===== src/rtl/vdp18_pkg.sv =====
// Shared VDP18 types: sequencer access slots, display opmodes, CPU I/O request states and
// status register bit positions.
package vdp18_pkg;

  typedef enum logic [3:0] {
    AC_NONE,
    AC_PNT,
    AC_PCT,
    AC_PGT,
    AC_STST,
    AC_SATY,
    AC_SATX,
    AC_SATN,
    AC_SATC,
    AC_SPTH,
    AC_SPTL,
    AC_CPU,
    AC_REFR
  } access_t;

  typedef enum logic [1:0] {
    OPMODE_GRAPH1,
    OPMODE_GRAPH2,
    OPMODE_MULTIC,
    OPMODE_TEXTM
  } opmode_t;

  typedef enum logic [1:0] {
    ST_IDLE,
    ST_PEND,
    ST_RDCAP
  } cpuio_state_t;

  localparam int unsigned STAT_F  = 7;
  localparam int unsigned STAT_5S = 6;
  localparam int unsigned STAT_C  = 5;

  function automatic opmode_t decode_opmode(input logic [7:0] reg0, input logic [7:0] reg1);
    if (reg1[4])      return OPMODE_TEXTM;
    else if (reg1[3]) return OPMODE_MULTIC;
    else if (reg0[1]) return OPMODE_GRAPH2;
    else              return OPMODE_GRAPH1;
  endfunction

endpackage


===== src/rtl/vdp18_cpuio_strobe.sv =====
// Falling-edge detector for the CPU read/write strobes; emits registered one-cycle pulses
// split into data-port and control-port accesses by mode_i.
module vdp18_cpuio_strobe (
  input  logic clk_i,
  input  logic reset_i,
  input  logic mode_i,
  input  logic rd_n_i,
  input  logic wr_n_i,
  output logic rd_data_o,
  output logic wr_data_o,
  output logic rd_ctrl_o,
  output logic wr_ctrl_o
);

  logic       rd_n_q, wr_n_q;
  logic       rd_fall, wr_fall;
  logic [3:0] pulse_d, pulse_q;

  assign rd_fall = rd_n_q & ~rd_n_i;
  assign wr_fall = wr_n_q & ~wr_n_i;

  always_comb begin
    pulse_d = {rd_fall & ~mode_i, wr_fall & ~mode_i, rd_fall & mode_i, wr_fall & mode_i};
  end

  always_ff @(posedge clk_i) begin
    if (reset_i) begin
      rd_n_q  <= 1'b1;
      wr_n_q  <= 1'b1;
      pulse_q <= '0;
    end else begin
      rd_n_q  <= rd_n_i;
      wr_n_q  <= wr_n_i;
      pulse_q <= pulse_d;
    end
  end

  assign rd_data_o = pulse_q[3];
  assign wr_data_o = pulse_q[2];
  assign rd_ctrl_o = pulse_q[1];
  assign wr_ctrl_o = pulse_q[0];

endmodule


===== src/rtl/vdp18_cpuio.sv =====
// VDP18 host-CPU port: register writes, VRAM address/data access through AC_CPU slots,
// status flags and interrupt. Define VDP18_IRQ_EN to drive int_n_o from F & reg1[5].
module vdp18_cpuio
  import vdp18_pkg::*;
#(
  parameter int unsigned ADDR_W = 14,
  parameter int unsigned NREGS  = 8
) (
  input  logic              clk_i,
  input  logic              reset_i,
  input  logic              mode_i,
  input  logic              rd_n_i,
  input  logic              wr_n_i,
  input  logic [7:0]        cd_i,
  output logic [7:0]        cd_o,
  input  access_t           access_type_i,
  output logic [ADDR_W-1:0] vram_a_o,
  output logic [7:0]        vram_d_o,
  input  logic [7:0]        vram_d_i,
  output logic              vram_we_o,
  input  logic              irq_i,
  input  logic              spr_coll_i,
  input  logic              spr_5th_i,
  input  logic [4:0]        spr_5th_num_i,
  output logic [7:0]        reg0_o,
  output logic [7:0]        reg1_o,
  output logic [7:0]        reg2_o,
  output logic [7:0]        reg3_o,
  output logic [7:0]        reg4_o,
  output logic [7:0]        reg5_o,
  output logic [7:0]        reg6_o,
  output logic [7:0]        reg7_o,
  output opmode_t           opmode_o,
  output logic              int_n_o
);

  logic rd_data, wr_data, rd_ctrl, wr_ctrl;

  vdp18_cpuio_strobe u_strobe (
    .clk_i     (clk_i),
    .reset_i   (reset_i),
    .mode_i    (mode_i),
    .rd_n_i    (rd_n_i),
    .wr_n_i    (wr_n_i),
    .rd_data_o (rd_data),
    .wr_data_o (wr_data),
    .rd_ctrl_o (rd_ctrl),
    .wr_ctrl_o (wr_ctrl)
  );

  cpuio_state_t      state_d, state_q;
  logic              req_wr_d, req_wr_q;
  logic [ADDR_W-1:0] addr_d, addr_q;
  logic [7:0]        buf_d, buf_q;
  logic [7:0]        latch_d, latch_q;
  logic              toggle_d, toggle_q;
  logic [7:0]        cd_d, cd_q;
  logic [7:0]        regs_d [NREGS];
  logic [7:0]        regs_q [NREGS];
  logic              f_d, f_q, s5_d, s5_q, c_d, c_q;
  logic [4:0]        num_d, num_q;
  logic [7:0]        status;
  logic              grant, post;

  always_comb begin
    status          = '0;
    status[STAT_F]  = f_q;
    status[STAT_5S] = s5_q;
    status[STAT_C]  = c_q;
    status[4:0]     = num_q;
  end

  assign grant = (state_q == ST_PEND) && (access_type_i == AC_CPU);

  always_comb begin
    state_d  = state_q;
    req_wr_d = req_wr_q;
    addr_d   = addr_q;
    buf_d    = buf_q;
    latch_d  = latch_q;
    toggle_d = toggle_q;
    cd_d     = cd_q;
    regs_d   = regs_q;
    post     = 1'b0;

    // Completion of the outstanding op; a new post below may re-arm the request.
    if (grant) begin
      if (req_wr_q) begin
        addr_d  = addr_q + ADDR_W'(1);
        state_d = ST_IDLE;
      end else begin
        state_d = ST_RDCAP;
      end
    end
    if (state_q == ST_RDCAP) begin
      buf_d   = vram_d_i;
      addr_d  = addr_q + ADDR_W'(1);
      state_d = ST_IDLE;
    end

    if (wr_ctrl) begin
      if (!toggle_q) begin
        latch_d  = cd_i;
        toggle_d = 1'b1;
      end else begin
        toggle_d = 1'b0;
        if (cd_i[7]) begin
          regs_d[cd_i[2:0]] = latch_q;
        end else begin
          addr_d = ADDR_W'({cd_i[5:0], latch_q});
          if (!cd_i[6]) begin
            post     = 1'b1;
            req_wr_d = 1'b0;
          end
        end
      end
    end

    if (wr_data) begin
      buf_d    = cd_i;
      post     = 1'b1;
      req_wr_d = 1'b1;
      toggle_d = 1'b0;
    end

    if (rd_data) begin
      cd_d     = buf_q;
      post     = 1'b1;
      req_wr_d = 1'b0;
      toggle_d = 1'b0;
    end

    if (rd_ctrl) begin
      cd_d     = status;
      toggle_d = 1'b0;
    end

    if (post) state_d = ST_PEND;
  end

  // Flag sets take priority over the clear caused by a status read in the same cycle.
  always_comb begin
    f_d   = irq_i | (f_q & ~rd_ctrl);
    c_d   = spr_coll_i | (c_q & ~rd_ctrl);
    s5_d  = spr_5th_i | (s5_q & ~rd_ctrl);
    num_d = (spr_5th_i && !s5_q) ? spr_5th_num_i : num_q;
  end

  always_ff @(posedge clk_i) begin
    if (reset_i) begin
      state_q  <= ST_IDLE;
      req_wr_q <= 1'b0;
      addr_q   <= '0;
      buf_q    <= '0;
      latch_q  <= '0;
      toggle_q <= 1'b0;
      cd_q     <= '0;
      f_q      <= 1'b0;
      s5_q     <= 1'b0;
      c_q      <= 1'b0;
      num_q    <= '0;
      for (int i = 0; i < NREGS; i++) regs_q[i] <= '0;
    end else begin
      state_q  <= state_d;
      req_wr_q <= req_wr_d;
      addr_q   <= addr_d;
      buf_q    <= buf_d;
      latch_q  <= latch_d;
      toggle_q <= toggle_d;
      cd_q     <= cd_d;
      f_q      <= f_d;
      s5_q     <= s5_d;
      c_q      <= c_d;
      num_q    <= num_d;
      regs_q   <= regs_d;
    end
  end

`ifdef VDP18_IRQ_EN
  logic int_n_q;
  always_ff @(posedge clk_i) begin
    if (reset_i) int_n_q <= 1'b1;
    else         int_n_q <= ~(f_q & regs_q[1][5]);
  end
  assign int_n_o = int_n_q;
`else
  assign int_n_o = 1'b1;
`endif

  assign vram_we_o = grant & req_wr_q & ~reset_i;
  assign vram_a_o  = addr_q;
  assign vram_d_o  = buf_q;
  assign cd_o      = cd_q;
  assign opmode_o  = decode_opmode(regs_q[0], regs_q[1]);

  assign reg0_o = regs_q[0];
  assign reg1_o = regs_q[1];
  assign reg2_o = regs_q[2];
  assign reg3_o = regs_q[3];
  assign reg4_o = regs_q[4];
  assign reg5_o = regs_q[5];
  assign reg6_o = regs_q[6];
  assign reg7_o = regs_q[7];

endmodule


===== config.mk =====
export PLATFORM = sky130hd
export DESIGN_NAME = vdp18_cpuio
export DESIGN_NICKNAME = d
export VERILOG_FILES = /design/src/rtl/vdp18_pkg.sv /design/src/rtl/vdp18_cpuio_strobe.sv /design/src/rtl/vdp18_cpuio.sv
export SDC_FILE = /design/constraint.sdc
export NUM_CORES = 1
export LEC_CHECK = 0
export BUFFER_PORTS_ARGS = -buffer_cell sky130_fd_sc_hd__buf_2
export CAP_MARGIN = 0
export CELL_PAD_IN_SITES_DETAIL_PLACEMENT = 1
export CELL_PAD_IN_SITES_GLOBAL_PLACEMENT = 2
export CORE_UTILIZATION = 29
export CTS_BUF_LIST = sky130_fd_sc_hd__clkbuf_4 sky130_fd_sc_hd__clkbuf_8
export CTS_CLUSTER_SIZE = 24
export DETAILED_ROUTE_END_ITERATION = 16
export PLACE_DENSITY_LB_ADDON = 0.12
export SLEW_MARGIN = 20
export SYNTH_ARGS = -nofsm -noshare
export SYNTH_HDL_FRONTEND = slang
export SYNTH_SLANG_ARGS = --single-unit

===== constraint.sdc =====
create_clock -name clk_i -period 1.7 [get_ports clk_i]
set_input_delay 0.425 -clock clk_i [delete_from_list [all_inputs] [get_ports clk_i]]
set_output_delay 0.425 -clock clk_i [all_outputs]
set_load 0.01 [all_outputs]

# == After elaboration in Yosys (flattened, before gate mapping) ==
# Cells that the tools add are included.
# word_totals
regBits,120
out_inout_bits,98
word_cells,99
in_bits,33
# op_classes
reduce_logical,15
mux,32
order_cmp,2
add_sub_neg,1
eq_ne,5
bitwise,21
# ops
cell,n
$mux 14,6
$bwmux 64,1
$mux 8,5
$demux 8 s3,1
$mux 1,16
$add 14x1->14 const B,1
$and 1x1->1,11
$reduce_bool 2->1,4
$mux 2,3
$not 1->1,6
$eq 4x4->1 const B,1
$ge 4x4->1 const B,1
$lt 4x1->1 const B,1
$ne 2x1->1 const B,2
$not 3->4,1
$reduce_and 4->1,1
$reduce_or 4->1,1
$logic_and 1x1->1,3
$or 1x1->1,3
$reduce_and 3->1,1
$reduce_bool 3->1,1
$reduce_or 3->1,1
$eq 2x1->1 const B,1
$eq 2x2->1 const B,1
3 further kinds,3

# == Depth between registers and ports, before layout ==
# logic_depth
word_depth,7
mapped_depth,6
ltp_nobuf,5

# == By module ==
# A second synthesis with hierarchy kept.
# hier_totals
hier_cells,517
hier_area_um2,4835.9
# by_module_without_submodules
mod,n_inst,cells_each,area_each_um2
vdp18_cpuio,1,505,4654.5
vdp18_cpuio_strobe,1,12,181.4

# == Worst setup path before layout ==
# Ideal clock, no wire load.
# synth_timing
path_kind,flip-flop to flip-flop
startpoint,"register addr_q[3], in the netlist vram_a_o[3]"
endpoint,"register addr_q[12], in the netlist vram_a_o[12]"
path_slack_ns,-0.100
t_arrival_ns,1.709
t_required_ns,1.609
path_buffers,0
setup_time_ns,0.091
period_less_slack_ns,1.800
path_stages_with_launch,5
cell_sequence,dfxtp_1 nand4_2 or3_4 or4_1 a311oi_1
# synth_between
elab_chain_cells,7
# synth_lines
element,line,rtl
from (decl),vdp18_cpuio.sv:53,"logic [ADDR_W-1:0] addr_d, addr_q;"
from (signal assigned),vdp18_cpuio.sv:166,addr_q <= addr_d;
$add 14x1->14 *,"vdp18_cpuio.sv:89, vdp18_cpuio.sv:97",
$mux 14,vdp18_cpuio.sv:88,if (req_wr_q) begin
$mux 14,vdp18_cpuio.sv:87,if (grant) begin
$mux 14 *,vdp18_cpuio.sv:95,if (state_q == ST_RDCAP) begin
$mux 14,vdp18_cpuio.sv:107,if (cd_i[7]) begin
$mux 14,vdp18_cpuio.sv:102,if (!toggle_q) begin
$mux 14 *,vdp18_cpuio.sv:101,if (wr_ctrl) begin
# Mark *: on every way between the ends. The rest lies on a longest branch, timed or not.
# A chain may end at the register's enable or synchronous reset.

# == Worst setup path in the final report ==
# layout_timing
startpoint,register state_q[1]
endpoint,output port vram_we_o
# layout_between
elab_chain_cells,4
# layout_lines
element,line,rtl
from (decl),vdp18_cpuio.sv:51,"cpuio_state_t state_d, state_q;"
from (signal assigned),vdp18_cpuio.sv:164,state_q <= state_d;
$eq 2x1->1,vdp18_cpuio.sv:73,assign grant = (state_q == ST_PEND) && (access_type_i == AC_CPU);
$logic_and 1x1->1,vdp18_cpuio.sv:73,
$and 1x1->1 (2 in a row),vdp18_cpuio.sv:190,assign vram_we_o = grant & req_wr_q & ~reset_i;
to (decl),vdp18_cpuio.sv:20,"output logic vram_we_o,"
# Every way passes these cells.

==> results.py <==
metrics = {
    "timing": {
        "post-route-period-util": 1.08,
        "setup_violations": 10,
        "max_freq_ghz": 0.544,
        "finalHoldViolCount": 0,
        "max_slew_margin": 0.556,
        "fin_skew_ps": 10.1,
        "fin_ws_ps": -139,
        "fin_crit_ps": 1840,
        "slew_violations": 0,
        "worst-slew-pin-transition_ps": 666,
        "hold_ws_ps": 192,
        "rsz0062_at_grt": "true",
    },
    "critical_path": {
        "critPathArrivalTime_ps": 1410,
        "start_kind": "flip-flop",
        "cp_slowest_cell": "dfxtp_2",
        "crit_buf_inv": 1,
        "required_ps": 1270,
        "max_stage_delay_ps": 320,
        "r2r_slack_ps": -120,
        "path_class": "flip-flop to primary output",
        "crit_path_end_kind": "primary output",
        "cp_top_family": "simple AND/OR/NAND/NOR gates",
        "cp_max_fo": 2,
        "path_cells": "and4b_1 > nand2_2 > nor3b_2 > buf_2",
    },
    "power_and_ir_drop": {
        "ir_worst_vdd_mv": 0.370,
        "power.leakage_uw": 0.00288,
        "power.density_cell_area_nw_per_um2": 835,
    },
    "cts": {
        "insertion_delay_ps": 430,
        "clk_pin_slew_ps": 70,
        "cts_max_level": 4,
        "numClockSinks": 120,
        "cts_buffer_depth": 2,
        "cts-root-buf": "clkbuf_8",
        "cts_tree": "built",
        "numCtsBuffers": 17,
        "hold_buffers": 0,
    },
    "floorplanning": {
        "die_height_um": 130,
        "die_area_um2": 17000,
        "rows": 46,
        "fp.coreArea_um2": 16000,
        "die_w_um": 130,
        "io_pins": 131,
        "initial_core_util": 0.299,
    },
    "synthesis": {
        "synthMuxAreaShare": 0.182,
        "synthAdderAreaFrac": 0.00262,
        "synth_top_family_by_area": "simple AND/OR/NAND/NOR gates",
        "ys_warn_count": 0,
        "seq_area_frac_synth": 0.502,
        "ys_ff_latch": 120,
        "synth_ff_type": "dfxtp_1",
        "synth.cell_area_um2": 4780,
        "synth.avg_cell_area_um2": 9.29,
        "synth_compound_area_frac": 0.0824,
        "synth_edf_count": 0,
        "syn_inst": 515,
        "synthSimpleGateAreaFrac": 0.191,
        "synth.distinct_cells": 45,
        "async_flop_share": 0,
        "syn_nets": 549,
        "synthXorXnorAreaFrac": 0.00183,
    },
    "drt": {
        "vias": 4254,
        "postRouteAntennaNets": 0,
        "wl_per_cell_um": 16.2,
        "wl_mm": 14.7,
        "avgViaCountPerCell": 4.70,
        "dr.pass1.iters": 4,
        "drt_iter0_drc": 137,
        "drc": 0,
    },
    "place": {
        "pre_cts_ws_ps": -284,
        "place_hpwl_mm": 10.4,
        "io_buffers": 129,
        "place.gp.congestion": 0.785,
    },
    "cells_and_area": {
        "layout-drive-gt1-share": 0.375,
        "fin_util": 0.409,
        "nets": 711,
        "largest_register_ffs": 14,
        "n_antenna_cell": 0,
        "area_growth_pct": 36.9,
    },
    "status": {
        "status": "finished, violations left",
        "violations": "setup timing",
    },
    "global_route": {
        "grt_overflow": 0,
        "grt_antenna_before_repair": 0,
        "grt_pass1_vias": 4384,
        "grt_usage": 0.180,
        "grt_pass1_wl_mm": 23.0,
        "grt_max_degree": 66,
    },
    "job": {
        "drv_cap": 0,
    },
    "hold_path": {
        "hp-class": "input pin to flip-flop",
    },
}
-- metal layers --
layer  share of wire  up-vias  track usage
met1            0.44     2067        0.216
li1                -     2078            -
met5               0        -            0
met4           0.012        0       0.0642
met3           0.052       15       0.0489
met2            0.50       94        0.307
-- worst paths after layout --
path,from,to,cells after the start
max,state_q[1],vram_we_o,4
min,wr_n_i,u_strobe.wr_n_q,3
max reg2reg,state_q[1],vram_a_o[5],6
min reg2reg,u_strobe.wr_n_q,u_strobe.pulse_q[2],2
-- metrics by stage --
| step | setup TNS (ps) | instances | instance area, um2 | total power, uW |
|---|---|---|---|---|
| after global routing | -2000 | 906 | 6550 | 5720 |
| after detailed placement | -2140 | 868 | 6010 | 3220 |
| after global placement | -1420 | 868 | 6010 | 3210 |
| final | -817 | 906 | 6550 | 5460 |
| after floorplan | -103 | 515 | 4810 | 3080 |
| after CTS | -1010 | 904 | 6480 | 5570 |
-- cell usage after synthesis (all sizes together) (2+ instances only) --
library cell | count | area, um2
or4 | 6 | 47.6
nor2b | 4 | 25.0
dfxtp | 120 | 2400
nand4 | 2 | 18.8
nand3 | 5 | 25.0
nor3 | 2 | 10.0
o31ai | 6 | 45.0
a311oi | 11 | 96.3
nand3b | 2 | 15.0
nand2 | 38 | 143
mux2i | 80 | 801
and3 | 2 | 12.5
nand2b | 5 | 31.3
o21ai | 6 | 30.0
clkbuf | 28 | 105
mux2 | 6 | 67.6
inv | 7 | 26.3
or3 | 9 | 63.8
nor2 | 119 | 462
buf | 10 | 46.3
a211oi | 5 | 37.5
a21oi | 26 | 130
-- cells in the final DEF, fill, tap and decap left out, drive strengths merged, types with 9 or more instances in the layout --
cell	n
nand2	38
a311oi	11
inv	9
or3	9
dfxtp	120
buf	181
a21oi	26
nor2	119
clkbuf	18
mux2i	80
-- timing repair --
item	4_1_cts	5_1_grt
pin swaps	17	8
buffers inserted	4	2
cloned	0	0
resized for setup	20	11
setup endpoints to repair	12	14
-- cell type report --
class | instances | area, um2
clock buffers | 18 | 241
clock inverters | 14 | 108
fillers | 1910 | 9450
inverters | 7 | 26.3
multi-input cells | 350 | 2340
flip-flops and latches | 120 | 2410
well taps | 216 | 270
repair buffers | 181 | 1150
-- worst register-to-register path, cell delays in order, from the launching register on --
cell,delay [ps]
dfxtp_2,320
and4b_1,270
buf_4,130
a31oi_4,120
buf_6,160
or4_4,510
a311oi_2,230
-- cell families after synthesis --
family          Yosys count
compound gates           60
xor+xnor                  1
fa+ha+maj                 1
buf+inv                  45
flops                   120
mux                      86
other cells               1
simple gates            201
-- power breakdown --
| group | internal, uW | leakage [uW] | switching, uW |
|---|---|---|---|
| sequential | 2850 | 0.000974 | 47.5 |
| combinational | 108 | 0.00172 | 150 |
| clock | 1150 | 0.000182 | 1160 |
No activity file was read; power rests on OpenSTA's default activity.
